==> src/rtl/alm_config_loader.sv <==
// alm_config_loader: streams bitstream words LSB-first into an ALM config chain while reading back the previous contents
module alm_config_loader #(
  parameter int WORD_W    = 32,
  parameter int CHAIN_LEN = 1024,
  parameter int CNT_W     = $clog2(CHAIN_LEN + 1)
) (
  input  logic              clk,
  input  logic              clear_sync_n,
  input  logic              start,
  input  logic              abort,
  input  logic [WORD_W-1:0] s_data,
  input  logic              s_valid,
  output logic              s_ready,
  output logic              cfg_in,
  output logic              cfg_en,
  input  logic              cfg_out,
  output logic [WORD_W-1:0] rb_data,
  output logic              rb_valid,
  output logic              busy,
  output logic              done,
  output logic              err
);
  localparam int WW = $clog2(WORD_W + 1);
  typedef enum logic [1:0] {IDLE, WAIT_WORD, SHIFT, DONE} state_t;
  state_t state, state_nx;
  logic [WORD_W-1:0] shreg, rbsh, rb_nx;
  logic [WW-1:0] wbit;
  logic [CNT_W-1:0] bitcnt;
  logic shift, last_bit, word_end, go;
  always_comb begin
    go       = state == IDLE && start && !abort;
    shift    = state == SHIFT && !abort;
    last_bit = bitcnt == CNT_W'(CHAIN_LEN - 1);
    word_end = wbit == WW'(WORD_W - 1);
    rb_nx    = rbsh | (WORD_W'(cfg_out) << wbit);
    s_ready  = state == WAIT_WORD && !abort;
    cfg_en   = shift;
    cfg_in   = shreg[0];
    busy     = state != IDLE;
    done     = state == DONE && !abort;
    state_nx = state == IDLE      ? (go ? WAIT_WORD : IDLE) :
               abort              ? IDLE :
               state == WAIT_WORD ? (s_valid ? SHIFT : WAIT_WORD) :
               state == SHIFT     ? (last_bit ? DONE : word_end ? WAIT_WORD : SHIFT) :
                                    IDLE;
  end
  always_ff @(posedge clk) begin
    if (!clear_sync_n) begin
      state    <= IDLE;
      shreg    <= '0;
      rbsh     <= '0;
      wbit     <= '0;
      bitcnt   <= '0;
      rb_data  <= '0;
      rb_valid <= 1'b0;
      err      <= 1'b0;
    end else begin
      state    <= state_nx;
      rb_valid <= 1'b0;
      if (go) begin
        err    <= 1'b0;
        bitcnt <= '0;
        wbit   <= '0;
        rbsh   <= '0;
      end
      if (busy && abort)
        err <= 1'b1;
      if (s_ready && s_valid) begin
        shreg <= s_data;
        wbit  <= '0;
      end
      if (shift) begin
        shreg  <= shreg >> 1;
        wbit   <= wbit + 1'b1;
        bitcnt <= bitcnt + 1'b1;
        rbsh   <= (word_end || last_bit) ? '0 : rb_nx;
        if (word_end || last_bit) begin
          rb_data  <= rb_nx;
          rb_valid <= 1'b1;
        end
      end
    end
  end
endmodule

==> config.mk <==
export PLATFORM = sky130hd
export DESIGN_NAME = alm_config_loader
export DESIGN_NICKNAME = d
export VERILOG_FILES = /design/src/rtl/alm_config_loader.sv
export SDC_FILE = /design/constraint.sdc
export NUM_CORES = 1
export LEC_CHECK = 0
export CAP_MARGIN = 20
export CORE_MARGIN = 10
export CORE_UTILIZATION = 49
export DETAILED_ROUTE_END_ITERATION = 8
export PLACE_DENSITY = 0.83
export SKIP_CTS_REPAIR_TIMING = 1
export SLEW_MARGIN = 20
export SYNTH_ARGS = -nofsm -noshare
export SYNTH_HDL_FRONTEND = slang
export SYNTH_SLANG_ARGS = --single-unit
export TNS_END_PERCENT = 5
==> constraint.sdc <==
create_clock -name clk -period 1.9 [get_ports clk]
set_input_delay 0.475 -clock clk [delete_from_list [all_inputs] [get_ports clk]]
set_output_delay 0.475 -clock clk [all_outputs]
set_load 0.01 [all_outputs]
==> summary.md <==
| Metric | Value |
|---|---|
| Status | `completed` |
| Core area | `10400 µm²` |
| Sw Share | `around 21%` |
| Pleak | `3.76 nW` |
| Async SR Flop Fraction | `0%` |
| Post-synthesis net count | `670` |
| Min cycle time layout | `between 1.5 and 2 ns` |
| CTS buffer count | `17` |
| Global-route usage over all layers | `18.1%` |
| DR DRC count | `0` |
| Yosys cell types | `between 40 and 50` |
| Fin util | `between 60% and 70%` |
| CTS tree | `yes` |
| Synth top area share | `approximately 45%` |
| WS Path Type | `reg -> out` |
| Share of cells above drive strength 1 | `13.0%` |
| N_diodes | `0` |
| Flop pwr share | `40.3%` |
| Max Cap Violations | `0` |
| Placed cell area | `approximately 6400 µm²` |
| CP endpoint kind | `primary output` |
| Synth-to-Final Area Change | `35.5%` |
| Remaining antenna violation count after routing | `0` |
| Top-level I/O count | `77` |
| Worst Setup Slack, final | `between 0.02 and 0.025 ns` |
| Slew Limit Fails | `0` |
| Largest net degree at the start of global routing | `63` |
| Synth area leaders | `dfxtp_1 45%, nand2_1 11%, mux2i_1 6.5%` |
| Starting DRC count in detailed routing | `~440` |
| Commonest cells in the netlist | `159 x nand2_1, 117 x dfxtp_1, 43 x clkbuf_1, 43 x nand3_1, 34 x mux2i_1` |
| Worst-Margin Slew | `approximately 0.32 ns` |
| Total routed wirelength | `13800 µm` |
| Crit-path max FO | `6` |
| Die width | `between 100 and 150 µm` |
| Port Buffers | `76` |
| Htree depth | `4` |
| Fin crit share | `a little over nine tenths` |
| Net Sw Power | `~1.3 mW` |
| Initial antenna violation count | `0` |
| Final TNS setup | `0 ns` |
| Area leader, netlist | `dfxtp_1` |
| Nets | `between 700 and 800` |
| Finish-stage setup viols | `0` |
| Clock Sinks | `117` |
| Clock-pin slew of the registers on the worst-case setup and hold paths | `0.06 ns` |
| Die area | `~15000 µm²` |
| Routed WL per cell | `between 15 and 20 µm` |
| Pre-CTS setup slack | `-0.511 ns` |
| Critical Path AT | `1.40 ns` |
| Internal power | `around 4.9 mW` |
| Bufs on Longest Clock Path | `2` |
| Worst VDD drop | `roughly 0.00072 V` |
| Gpl congestion | `around 0.92` |
| Vias/cell | `~5.6` |
| Most numerous cell in the Yosys netlist | `nand2_1` |
| Die Height | `123 µm` |
| Avg Cell Area, Syn | `between 8 and 9 µm²` |
| RSZ-0062 raised after global routing | `yes` |
| Post-synthesis instance area | `roughly 5200 µm²` |
| Worst hold slack | `about 0.33 ns` |
| Vias in the first global route | `approximately 4800` |
| Total gr overflow | `0` |
| Req. time, crit path | `roughly 1.4 ns` |
| Worst skew pair latency | `0.52 ns` |
| Initial Util | `between 50 and 60%` |
| Final Cell Area | `slightly above 7000 µm²` |
| Design Power | `6.15 mW` |
| Flip-flop and latch count after synthesis | `~120` |
| Post-Layout Cell Count | `around 870` |
| PD cells | `870 nW/µm²` |
| Ys flop type | `dfxtp_1` |
| Gate power share | `under 10%` |
| Post-Syn Instances | `between 600 and 700` |
| Max transition margin | `around 79%` |
| Root Buffer | `clkbuf_8` |
| Clk pwr share | `a little under three fifths` |
| Drt pass-1 iters | `5` |
| Setup crit start kind | `flop` |
| Rows | `37` |
| Seq/Total Area, Yosys | `44.9%` |
| Hold Crit Class | `in -> reg` |
| Final Hold Viols | `0` |
| Post-synth EDFFs | `0` |
| Synth Warn # | `0` |
| Fin Clk Skew | `0.0130 ns` |
| Max Fclk | `roughly 0.53 GHz` |
| Cells after DPL | `836` |
| Via count | `between 4000 and 5000` |
| First-pass GRT wire length | `22700 µm` |
| DP HPWL | `9430 µm` |
-- layout by cell type, fill, tap and decap left out, types with 14 or more instances in the layout --
| cell type | n |
|---|---|
| o22ai_1 | 18 |
| dfxtp_1 | 116 |
| nor2_1 | 16 |
| dlymetal6s2s_1 | 28 |
| a21o_1 | 14 |
| buf_4 | 44 |
| a21oi_1 | 24 |
| o211a_1 | 31 |
| clkdlybuf4s50_1 | 44 |
| nand2_1 | 159 |
| nand3_1 | 43 |
| mux2i_1 | 34 |
| o21ai_0 | 29 |
| clkbuf_16 | 16 |
-- power by group through the flow --
stage	logic [mW]	registers [mW]	clock network, mW
finish	0.256	2.48	3.41
global route	0.279	2.48	3.56
CTS	0.256	2.48	3.45
detailed placement	0.255	2.53	0
global placement	0.247	2.53	0
floorplan	0.130	2.53	0
-- registers in the layout, indices dropped and copies added, names as in the netlist --
name,count
bitcnt,11
err,1
rb_data,32
rb_valid,1
rbsh,32
shreg,32
state,2
wbit,6
-- metal layers --
metal / vias up / track usage (%) / share of wire (%)
li1: 2398 / - / -
met5: - / 0 / 0
met1: 2313 / 20.3 / 41
met4: 0 / 6.48 / 1.6
met2: 168 / 32.0 / 51
met3: 25 / 5.47 / 6.2
-- critical path, stage by stage, from the launching register on --
cell and delay [ns]:
dfxtp_2 0.32, buf_4 0.14, or2_2 0.30, clkbuf_2 0.13
-- logic make-up (layout without fill, tap and decap cells) --
| logic type | after synthesis | after routing | synth area share [%] |
|---|---|---|---|
| compound gates | 141 | 141 | 18.7 |
| mux | 34 | 34 | 6.52 |
| simple gates | 281 | 281 | 25.1 |
| flops | 117 | 117 | 44.9 |
| buf+inv | 55 | 157 | 4.32 |
| fa+ha+maj | 2 | 2 | 0.479 |
-- area by class of cell --
| class | instances | area, µm² |
|---|---|---|
| Clock buffer | 22 | 473 |
| Clock inverter | 10 | 169 |
| Fill cell | 808 | 3300 |
| Inverter | 2 | 7.51 |
| Multi-Input combinational cell | 458 | 2690 |
| Sequential cell | 117 | 2340 |
| Tap cell | 136 | 170 |
| Timing Repair Buffer | 123 | 1220 |
-- path summary, 6_finish.rpt --
check,startpoint,endpoint,slack [ns],cells past startpoint
worst max-delay path,state[1],busy,0.02,3
worst min-delay path,clear_sync_n,shreg[31],0.33,3
worst max register to register,bitcnt[1],rbsh[3],0.08,6
worst min register to register,rb_data[23],rb_data[23],0.46,2
(Power assumes the default switching activity.)
